[src/rtl/pipeline_hazard_controller_pkg.sv]
`default_nettype none
// ============================================================================
// pipeline_hazard_controller_pkg : opcodes, sequencer state encoding, rt-use decode
// Revision: 1.0
// ============================================================================
package pipeline_hazard_controller_pkg;

    localparam logic [5:0] OP_RTYPE = 6'b000000;
    localparam logic [5:0] OP_LW    = 6'b100011;
    localparam logic [5:0] OP_SW    = 6'b101011;
    localparam logic [5:0] OP_BEQ   = 6'b000100;
    localparam logic [5:0] OP_BNE   = 6'b000101;
    localparam logic [5:0] OP_HALT  = 6'b111111;

    typedef enum logic [1:0] {
        RUN    = 2'd0,
        DRAIN  = 2'd1,
        HALTED = 2'd2
    } state_e;

    // Instructions that read rt as a source (immediates write rt instead).
    function automatic logic uses_rt(input logic [5:0] op);
        return (op == OP_RTYPE) || (op == OP_BEQ) || (op == OP_BNE) || (op == OP_SW);
    endfunction

endpackage
`default_nettype wire

[src/rtl/pipeline_hazard_controller_sat_counter.sv]
`default_nettype none
// ============================================================================
// sat_counter : WIDTH-bit up counter, optionally saturating at all-ones
// Revision: 1.0
// ============================================================================
module sat_counter #(
    parameter int WIDTH    = 16,
    parameter bit SATURATE = 1'b1
) (
    input  logic             clk_i,
    input  logic             reset_i,
    input  logic             en_i,
    output logic [WIDTH-1:0] count_o
);

    logic [WIDTH-1:0] count_q;

    always_ff @(posedge clk_i or posedge reset_i) begin
        if (reset_i) begin
            count_q <= '0;
        end else if (en_i && !(SATURATE && (&count_q))) begin
            count_q <= count_q + WIDTH'(1);
        end
    end

    assign count_o = count_q;

endmodule
`default_nettype wire

[src/rtl/pipeline_hazard_controller.sv]
`default_nettype none
// ============================================================================
// pipeline_hazard_controller : load-use stall, branch flush, single-step and
// HALT drain sequencing for the 5-stage pipeline.  Revision: 1.0
// ============================================================================
module pipeline_hazard_controller
    import pipeline_hazard_controller_pkg::*;
#(
    parameter int         CNT_W        = 16,
    parameter int         DRAIN_CYCLES = 3,
    parameter logic [5:0] HALT_OP      = OP_HALT
) (
    input  logic             clk_i,
    input  logic             reset_i,
    input  logic [5:0]       id_opcode_i,
    input  logic [4:0]       id_rs_i,
    input  logic [4:0]       id_rt_i,
    input  logic             ex_mem_read_i,
    input  logic [4:0]       ex_rt_i,
    input  logic             branch_taken_i,
    input  logic             step_mode_i,
    input  logic             step_req_i,
    output logic             pipe_en_o,
    output logic             pc_write_o,
    output logic             if_id_write_o,
    output logic             if_id_flush_o,
    output logic             id_ex_bubble_o,
    output logic             halted_o,
    output logic [CNT_W-1:0] stall_count_o,
    output logic [CNT_W-1:0] cycle_count_o
);

    localparam int DW = (DRAIN_CYCLES > 1) ? $clog2(DRAIN_CYCLES) : 1;

    state_e        state_q, state_d;
    logic [DW-1:0] drain_cnt_q, drain_cnt_d;
    logic          w_en, w_lu_hazard, w_stall_inc, w_cycle_inc;
    logic          w_pipe_en, w_pc_write, w_if_id_write, w_flush, w_bubble, w_halted;

    assign w_en        = !step_mode_i || step_req_i;
    assign w_lu_hazard = ex_mem_read_i && (ex_rt_i != 5'd0) &&
                         ((ex_rt_i == id_rs_i) || (uses_rt(id_opcode_i) && (ex_rt_i == id_rt_i)));

    always_ff @(posedge clk_i or posedge reset_i) begin
        if (reset_i) begin
            state_q     <= RUN;
            drain_cnt_q <= '0;
        end else begin
            state_q     <= state_d;
            drain_cnt_q <= drain_cnt_d;
        end
    end

    always_comb begin
        state_d       = state_q;
        drain_cnt_d   = drain_cnt_q;
        w_pipe_en     = 1'b0;
        w_pc_write    = 1'b0;
        w_if_id_write = 1'b0;
        w_flush       = 1'b0;
        w_bubble      = 1'b0;
        w_halted      = 1'b0;
        w_stall_inc   = 1'b0;
        w_cycle_inc   = 1'b0;
        case (state_q)
            RUN: begin
                w_pipe_en   = w_en;
                w_cycle_inc = w_en;
                if (w_en) begin
                    // A taken branch under a load-use stall is re-evaluated next cycle.
                    if (w_lu_hazard) begin
                        w_bubble    = 1'b1;
                        w_stall_inc = 1'b1;
                    end else if (id_opcode_i == HALT_OP) begin
                        w_bubble    = 1'b1;
                        state_d     = DRAIN;
                        drain_cnt_d = DW'(DRAIN_CYCLES - 1);
                    end else begin
                        w_pc_write    = 1'b1;
                        w_if_id_write = 1'b1;
                        w_flush       = branch_taken_i;
                    end
                end
            end
            DRAIN: begin
                w_pipe_en   = w_en;
                w_cycle_inc = w_en;
                if (w_en) begin
                    w_bubble = 1'b1;
                    if (drain_cnt_q == '0) begin
                        state_d = HALTED;
                    end else begin
                        drain_cnt_d = drain_cnt_q - DW'(1);
                    end
                end
            end
            HALTED: begin
                w_halted = 1'b1;
            end
            default: begin
                state_d = RUN;
            end
        endcase
    end

    // Outputs are forced low while reset is held, independent of the clock.
    assign pipe_en_o      = w_pipe_en     && !reset_i;
    assign pc_write_o     = w_pc_write    && !reset_i;
    assign if_id_write_o  = w_if_id_write && !reset_i;
    assign if_id_flush_o  = w_flush       && !reset_i;
    assign id_ex_bubble_o = w_bubble      && !reset_i;
    assign halted_o       = w_halted      && !reset_i;

    sat_counter #(.WIDTH(CNT_W), .SATURATE(1'b1)) u_stall_cnt (
        .clk_i   (clk_i),
        .reset_i (reset_i),
        .en_i    (w_stall_inc),
        .count_o (stall_count_o)
    );

    sat_counter #(.WIDTH(CNT_W), .SATURATE(1'b0)) u_cycle_cnt (
        .clk_i   (clk_i),
        .reset_i (reset_i),
        .en_i    (w_cycle_inc),
        .count_o (cycle_count_o)
    );

endmodule
`default_nettype wire

[config.mk]
export PLATFORM = sky130hd
export DESIGN_NAME = pipeline_hazard_controller
export DESIGN_NICKNAME = d
export VERILOG_FILES = /design/src/rtl/pipeline_hazard_controller_pkg.sv /design/src/rtl/pipeline_hazard_controller_sat_counter.sv /design/src/rtl/pipeline_hazard_controller.sv
export SDC_FILE = /design/constraint.sdc
export NUM_CORES = 1
export LEC_CHECK = 0
export CAP_MARGIN = 10
export CORE_MARGIN = 2
export CORE_UTILIZATION = 30
export DETAILED_ROUTE_END_ITERATION = 8
export SYNTH_ARGS = -nofsm -noshare
export SYNTH_HDL_FRONTEND = slang
export SYNTH_HIERARCHICAL = 1
export SYNTH_SLANG_ARGS = --single-unit
[constraint.sdc]
create_clock -name clk_i -period 2.1 [get_ports clk_i]
set_input_delay 0.42 -clock clk_i [delete_from_list [all_inputs] [get_ports clk_i]]
set_output_delay 0.42 -clock clk_i [all_outputs]
set_load 0.05 [all_outputs]
* Yosys cells after proc, flatten, opt, wreduce, memory -nomap -nowiden
Cells that the tools add are included.
Word-level totals: input bits 27, word-level logic and storage cells 78, register bits 36
Cells by class: add/subtract/negate cells 3, eq/ne operators 14, bitwise operators 1, reduce and logical (&&, ||, !) cells 26, mux-type cells 30
Operator list (count):
- adder 16 x 1 -> 16 bit, second input constant | 2
- 2-to-1 mux 2 bit | 10
- 2-to-1 mux 1 bit | 17
- AND reduction 16 bit | 1
- equality test 6 x 3 -> 1 bit, second input constant | 2
- equality test 6 bit, second input constant | 2
- inequality test 2 bit, second input constant | 6
- AND reduction 6 bit | 2
- equality test 5 bit | 2
- logical AND 1 bit | 9
- logical NOT 6 bit | 1
- one-hot mux 2 bit (3 select lines) | 1
- logical OR 1 bit | 5
- nonzero test 5 bit | 1
- logical NOT 2 bit | 2
- one-hot mux 2 bit (2 select lines) | 1
- logical NOT 1 bit | 3
- equality test 2 x 1 -> 1 bit, second input constant | 1
- equality test 2 bit, second input constant | 1
- one-hot mux 1 bit (2 select lines) | 1
- nonzero test 2 bit | 1
- OR reduction 2 bit | 1
- subtractor 2 x 1 -> 2 bit, second input constant | 1
- NOT 1 bit | 1

* Depth between registers and ports, before layout
Gate-level depths: netlist (run 1).
word-level depth 11, mapped depth 8

* Modules after synthesis
Netlist (run 1), hierarchy kept.
Modules (own cells, without submodules):
- sat_counter at u_stall_cnt | area an instance 798.3 um^2, times used 1, seq. area each 400.4 um^2, cells an instance 73
- sat_counter at u_cycle_cnt | area an instance 710.7 um^2, times used 1, seq. area each 400.4 um^2, cells an instance 57
- pipeline_hazard_controller | area an instance 503.0 um^2, times used 1, seq. area each 100.1 um^2, cells an instance 64

* Worst setup path before layout (run 1)
Ideal clock, no wire load.
kind input-to-output, start point input step_mode_i, end point output if_id_flush_o, data arrival time 3.577 ns, stages 4, buffers on the path 0, path slack -1.897 ns, data required time 1.680 ns, cells stage by stage nor2b_1 > nor3_1 > nand2_1 > nor4b_1
On the way: word-level cells in the longest chain between the ends 5
RTL lines:
- start: declaration | line pipeline_hazard_controller.sv:21 | input logic step_mode_i,
- logical NOT 1 bit | line pipeline_hazard_controller.sv:40 | assign w_en = !step_mode_i || step_req_i;
- logical OR 1 bit | line pipeline_hazard_controller.sv:40
- 2-to-1 mux 1 bit | line pipeline_hazard_controller.sv:69 | if (w_en) begin
- 2-to-1 mux 1 bit | line pipeline_hazard_controller.sv:65 | case (state_q)
- logical AND 1 bit | line pipeline_hazard_controller.sv:110 | assign if_id_flush_o = w_flush && !reset_i;
- end: declaration | line pipeline_hazard_controller.sv:26 | output logic if_id_flush_o,
No other way between the ends.

* Worst setup path in the final report (run 1)
start point input ex_rt_i[2], end point output if_id_flush_o
On the way: word-level cells in the longest chain between the ends 8, elaborated cells between the ends (all ways) 11, classes of those cells 2 x eq/ne; 3 x mux; 6 x reduce/logical
RTL lines:
- start: declaration | line pipeline_hazard_controller.sv:19 | input logic [4:0] ex_rt_i,
- equality test 5 bit | line pipeline_hazard_controller.sv:42 | ((ex_rt_i == id_rs_i) || (uses_rt(id_opcode_i) && (ex_rt_i == id_rt_i)));
- logical AND 1 bit | line pipeline_hazard_controller.sv:42
- logical OR 1 bit | line pipeline_hazard_controller.sv:42
- logical AND 1 bit * | line pipeline_hazard_controller.sv:41 | assign w_lu_hazard = ex_mem_read_i && (ex_rt_i != 5'd0) &&
- 2-to-1 mux 1 bit * | line pipeline_hazard_controller.sv:71 | if (w_lu_hazard) begin
- 2-to-1 mux 1 bit * | line pipeline_hazard_controller.sv:69
- 2-to-1 mux 1 bit * | line pipeline_hazard_controller.sv:65
- logical AND 1 bit * | line pipeline_hazard_controller.sv:110
Mark *: on every way between the ends. The rest lies on a longest branch, timed or not.

==> results_dict.tcl, run 1 <==
set metrics [dict create \
    outcome "complete, but fails checks" \
    violations "DRC, setup timing" \
    n_antenna_cell 0 \
    gp_congestion 0.769 \
    grt_pass1_wl_um 9030 \
    cts_sinks 36 \
    synthCells 194 \
    synthTopCellsByArea "dfrtp_1 (45%), xnor2_1 (11%), xor2_1 (6.1%)" \
    critical_path_buf_inv_count 3 \
    path_clk_slew_ns 0.07 \
    ys_async_sr_fraction_pct 100 \
    hold_viol_final 0 \
    wl_met1_um 2440 \
    yosysWarnings 6 \
    cts_tree "done" \
    grt_max_degree 17 \
    combPwrFrac_pct 18.6 \
    worstPathArrival_ns 2.00 \
    avgSynthCellArea_um2 10.4 \
    syn_area_um2 2010 \
    clkPwrFrac_pct 38.1 \
    dr_wl_met3_um 172 \
    num_vias 1862 \
    htreeDepth 2 \
    dp_worst_setup_slack_ns -0.693 \
    die_x_um 85.9 \
    setup_viol 19 \
    finalClockSkew_ns 0.00203 \
    timing.max_cap.violations 0 \
    tightest_slew_ns 0.504 \
    yosysTopAreaCellShare_pct 44.8 \
    crit_path_cell_trace "buf_8, or4_4, o21ai_2, and4b_4, buf_6, nor4b_4, buf_12" \
    worstPathRequired_ns 1.68 \
    dp_hpwl_um 3820 \
    hold_ws_ns 0.480 \
    crit_type "in -> out" \
    wl_um 5380 \
    core_area_um2 6420 \
    hold_path.class "reg -> reg" \
    die-area_um2 7380 \
    layout_common_cells "clkdlybuf4s50_1 (42), buf_4 (35), dfrtp_1 (30)" \
    swShare_pct 26.3 \
    vdd_drop_max_v 0.000362 \
    power.internal_mw 1.28 \
    synth.ff_latch_count 36 \
    end_kind "output pin" \
    power_mw 1.74 \
    fmax_mhz 413 \
    antenna_found_initial 0 \
    postSynthNetCount 224 \
    ctsHoldBuffers 0 \
    max_stage_delay_ns 0.56 \
    slew_violations 0 \
    synth_edf_count 0 \
    drc 3 \
    die_height_um 85.9 \
    overflow 0 \
    power_density_nw_per_um2 497 \
    switching_power_uw 459 \
    num_rows 29 \
    post-route-period-util_pct 115 \
    nets 335 \
    num_io_pins 65 \
    synth.distinct_cells 47 \
    cp_top_family "simple AND/OR/NAND/NOR gates" \
    seq_area_frac_synth_pct 44.8 \
    p_seq_share_pct 43.3 \
    port-buffer-count 64 \
    worstSkewPairLatency_ns 0.28 \
    start_kind "input port" \
    slew-limit-headroom_pct 66.3 \
    num-fill-cells 571 \
    p_leak_nw 1.52 \
    min_period_ns 2.42 \
    drt_iter0_markers 53 \
    floorplan.initialDensity_pct 31.3 \
    yosys.area.top_type "dfrtp_1" \
    dr_wl_met2_um 2690 \
    numCtsBuffers 5 \
    clk_path_buf_depth 2 \
    synthFlopType "dfrtp_1" \
    syn2layout_area_growth_pct 74.4 \
    globalRouteTotalUtil_pct 15.3 \
    routedWlPerCell_um 14.1 \
    drive_gt1_share_pct 34.6 \
    via_per_inst 4.86 \
    worstPathMaxFanout 4 \
    layout_commonest_cell "clkdlybuf4s50_1" \
    firstDrtPassIters 8 \
    setup_ws_ns -0.324 \
    highest_layer "met4" \
    clockRootBuffer "clkbuf_8" \
    grt_setup_unrepaired "yes" \
    critPathSlowestCell "or4_4" \
    ant_nets 0 \
    grt_pass1_vias 1955 \
]
==> kinds of logic (layout without fill, tap and decap cells) <==
logic type,count (synthesis),count (layout),synth area share (%)
AO/OA/AOI/OAI,15,15,5.53
XOR/XNOR,39,39,17.0
adder cells (fa/ha/maj),3,3,1.87
buffers and inverters,10,122,2.43
flip-flops,36,36,44.8
multiplexers,3,3,1.87
AND/OR/NAND/NOR,88,88,26.6
==> final cells by class <==
| cell class | instances | area [µm²] | share of cell area [%] |
|---|---|---|---|
| Inverter | 7 | 26.3 | 0.749 |
| Tap cell | 77 | 96.3 | 2.75 |
| Multi-Input combinational cell | 148 | 1310 | 37.2 |
| Clock buffer | 7 | 96.3 | 2.75 |
| Timing Repair Buffer | 107 | 1040 | 29.8 |
| Clock inverter | 1 | 30.0 | 0.856 |
| Sequential cell | 36 | 908 | 25.9 |
==> worst register-to-register path, delay by kind of cell (launching register included) <==
family	cells	cell delay, ns
adder cells (fa/ha/maj)	1	0.21
flip-flops	1	0.45
multiplexers	1	0.29
AND/OR/NAND/NOR	3	1.00
==> state kept, by name (all words and copies together) (netlist names) <==
signal / count
u_cycle_cnt/count_o: 16
drain_cnt_q: 2
state_q: 2
u_stall_cnt/count_o: 16
==> cells in the mapped netlist (all sizes together), types with 2 or more instances <==
cell	instances
inv	7
nor2b	3
o21ai	5
xnor2	25
mux2	3
xor2	14
and3	2
or2	2
nand3	14
buf	2
nand2b	3
ha	3
nor3	4
nor2	17
nand2	13
nand4	12
nor4	7
dfrtp	36
or4	3
==> stage by stage <==
step	area, µm²	util (%)	std cells	setup TNS, ns
2_1_floorplan	2100	-	194	-0.836
3_3_place_gp	3050	47.5	358	-11.93
3_5_place_dp	3050	47.5	358	-12.98
4_1_cts	3390	52.8	381	-3.65
5_1_grt	3510	54.6	383	-4.96
6_report	3510	54.6	383	-3.58
==> routing by layer <==
metal,track usage [%],vias up
met2,25.2,40
li1,-,911
met3,3.18,8
met1,20.1,903
met4,4.76,0
met5,0,-
==> repair_timing <==
item                                    4_1_cts  5_1_grt
endpoints found under the hold margin         0        0
pin swaps                                    25       15
endpoints found under the setup margin       20       23
buffers inserted                             15        3
resized for setup                            55       19
==> worst paths after layout <==
check / slack (ns) / to / cells after the start / from
max: -0.32 / if_id_flush_o / 7 / ex_rt_i[2]
min: 0.48 / u_cycle_cnt/count_o[15]$_DFFE_PP0P_ / 1 / u_cycle_cnt/count_o[15]$_DFFE_PP0P_
max reg2reg: 0.04 / u_stall_cnt/count_o[1]$_DFFE_PP0P_ / 5 / u_stall_cnt/count_o[0]$_DFFE_PP0P_
min reg2reg: 0.48 / u_cycle_cnt/count_o[15]$_DFFE_PP0P_ / 1 / u_cycle_cnt/count_o[15]$_DFFE_PP0P_
max in group asynchronous: 1.23 / u_stall_cnt/count_o[6]$_DFFE_PP0P_ / 4 / reset_i
min in group asynchronous: 0.55 / drain_cnt_q[1]$_DFFE_PP0P_ / 3 / reset_i
==> power by group through the flow <==
| stage | Combinational [mW] | Clock, mW | Sequential, mW |
|---|---|---|---|
| detailed placement | 0.307 | 0 | 0.770 |
| global placement | 0.303 | 0 | 0.768 |
| global route | 0.345 | 0.713 | 0.761 |
| CTS | 0.312 | 0.683 | 0.756 |
| floorplan | 0.0832 | 0 | 0.837 |
| finish | 0.324 | 0.664 | 0.755 |
(Power assumes the default switching activity.)
==> run 2, diff against run 1 <==
CORE_UTILIZATION = 42   (was 30)
PLACE_DENSITY = 0.77   (was not set)
==> results_dict.tcl, run 2 (synthesis results as in run 1) <==
set metrics [dict create \
    tightest_slew_ns 0.596 \
    clk_path_buf_depth 2 \
    drc 0 \
    finalClockSkew_ns 0.00747 \
    die_x_um 73.2 \
    slew_violations 0 \
    routedWlPerCell_um 15.3 \
    p_seq_share_pct 46.8 \
    multiInputGateArea_um2 1310 \
    final_cells 350 \
    switching_power_uw 456 \
    die_height_um 73.2 \
    seq_area_um2 908 \
    worstPathArrival_ns 1.98 \
    ctsHoldBuffers 0 \
    syn2layout_area_growth_pct 66.2 \
    crit_type "in -> out" \
    cts_tree "done" \
    floorplan.initialDensity_pct 43.2 \
    crit_path_cell_trace "buf_8, or4_4, o211ai_2, nor2_2, o41a_4, buf_8" \
    num_rows 25 \
    critPathSlowestCell "or4_4" \
    worstPathMaxFanout 3 \
    hold_viol_final 0 \
    num_io_pins 65 \
    grt_pass1_wl_um 8380 \
    gp_congestion 0.846 \
    end_kind "output pin" \
    overflow 0 \
    clockRootBuffer "clkbuf_8" \
    rr_worst_depth 6 \
    htreeDepth 2 \
    post-route-period-util_pct 114 \
    num_vias 1860 \
    worstSetupStartpoint "ex_rt_i[1]" \
    layout_commonest_cell "clkdlybuf4s50_1" \
    r2r_end "u_stall_cnt/count_o[2]$_DFFE_PP0P_" \
    numCtsBuffers 5 \
    worstPathRequired_ns 1.68 \
    wl_um 5350 \
    power.internal_mw 1.15 \
    p_leak_nw 1.42 \
    drt_iter0_markers 137 \
    clkPwrFrac_pct 33.9 \
    setup_viol 14 \
    start_kind "input port" \
    swShare_pct 28.3 \
    fin_setup_tns_ns -2.43 \
    r2r_start "u_stall_cnt/count_o[0]$_DFFE_PP0P_" \
    cp_top_family "compound AO/OA/AOI/OAI gates" \
    setup_ws_ns -0.296 \
    dp_cells 332 \
    worstSkewPairLatency_ns 0.29 \
    path_clk_slew_ns 0.07 \
    firstDrtPassIters 4 \
    nets 325 \
    fmax_mhz 417 \
    max_stage_delay_ns 0.54 \
    drive_gt1_share_pct 34.8 \
    hold_path.class "reg -> reg" \
    dp_hpwl_um 3680 \
    power_density_nw_per_um2 481 \
    ant_nets 0 \
    critPathCapture "id_ex_bubble_o" \
    layout_common_cells "clkdlybuf4s50_1 (40), dfrtp_1 (30), buf_4 (27)" \
    crit_path_frequent_cell "buf_8" \
    grt_setup_unrepaired "yes" \
    port-buffer-count 64 \
    grt_max_degree 17 \
    outcome "complete, but fails checks" \
    n_antenna_cell 0 \
    slew-limit-headroom_pct 60.2 \
    worstSetupPathDepth 6 \
    num-fill-cells 342 \
    grt_pass1_vias 1805 \
    globalRouteTotalUtil_pct 19.9 \
    combPwrFrac_pct 19.2 \
    core_area_um2 4660 \
    min_period_ns 2.40 \
    antenna_found_initial 0 \
    vdd_drop_max_v 0.000456 \
    die-area_um2 5360 \
    via_per_inst 5.31 \
    critical_path_buf_inv_count 2 \
    violations "setup timing" \
    reg2reg_slack_ns 0.04 \
    timing.max_cap.violations 0 \
    cts_sinks 36 \
]
## run 2: final cells by class
cell class	instances	area share (%)
Tap cell	54	2.02
Clock buffer	8	2.99
Timing Repair Buffer	97	27.8
Inverter	7	0.786
Sequential cell	36	27.2
Multi-Input combinational cell	148	39.2
## run 2: per-layer routing
layer  share of wire (%)  GRT usage, %  wire length (µm)
met4                 1.4          5.35                76
met5                   0             0                 0
met3                 3.2          3.87               173
met2                  53          34.0              2830
met1                  42          25.7              2270
## run 2: how the worst min path moves through the flow
stage / start / endpoint / slack, ns / depth (start not counted)
after detailed placement: u_cycle_cnt/count_o[15]$_DFFE_PP0P_ / u_cycle_cnt/count_o[15]$_DFFE_PP0P_ / 0.47 / 1
after floorplan: reset_i / drain_cnt_q[0]$_DFFE_PP0P_ / 0.19 / 1
after global routing: u_cycle_cnt/count_o[15]$_DFFE_PP0P_ / u_cycle_cnt/count_o[15]$_DFFE_PP0P_ / 0.50 / 1
after global placement: u_cycle_cnt/count_o[15]$_DFFE_PP0P_ / u_cycle_cnt/count_o[15]$_DFFE_PP0P_ / 0.46 / 1
after CTS: u_cycle_cnt/count_o[15]$_DFFE_PP0P_ / u_cycle_cnt/count_o[15]$_DFFE_PP0P_ / 0.48 / 1
final: u_cycle_cnt/count_o[15]$_DFFE_PP0P_ / u_cycle_cnt/count_o[15]$_DFFE_PP0P_ / 0.47 / 1
## run 2: worst reg2reg max path, stage by stage, from the launching register on
cell     delay (ns)
dfrtp_2        0.47
ha_4           0.20
nand4_2        0.18
or4_1          0.65
buf_4          0.22
nand3_1        0.11
xnor2_1        0.14
## run 2: repair_timing
| item | CTS | global route |
|---|---|---|
| gates resized for setup | 52 | 33 |
| endpoints found under the setup margin | 20 | 22 |
| buffers inserted | 10 | 1 |
| pin swaps | 23 | 16 |
## run 2: power groups by stage
stage	clock, mW	combinational, mW	sequential (mW)
5_1_grt	0.584	0.333	0.756
3_5_place_dp	0	0.304	0.767
3_3_place_gp	0	0.299	0.765
2_1_floorplan	0	0.0832	0.837
6_report	0.546	0.309	0.754
4_1_cts	0.557	0.305	0.754
## run 2: metrics by stage
stage / total power, mW / hold WS, ns / worst slack (ns) / cell area, µm² / utilization, %
floorplan: 0.921 / 0.186 / -0.243 / 2100 / -
detailed placement: 1.07 / 0.469 / -0.675 / 2990 / 64.1
global route: 1.67 / 0.498 / -0.353 / 3340 / 71.8
CTS: 1.62 / 0.482 / -0.349 / 3210 / 68.8
global placement: 1.06 / 0.459 / -0.657 / 2990 / 64.1
finish: 1.61 / 0.473 / -0.296 / 3340 / 71.8
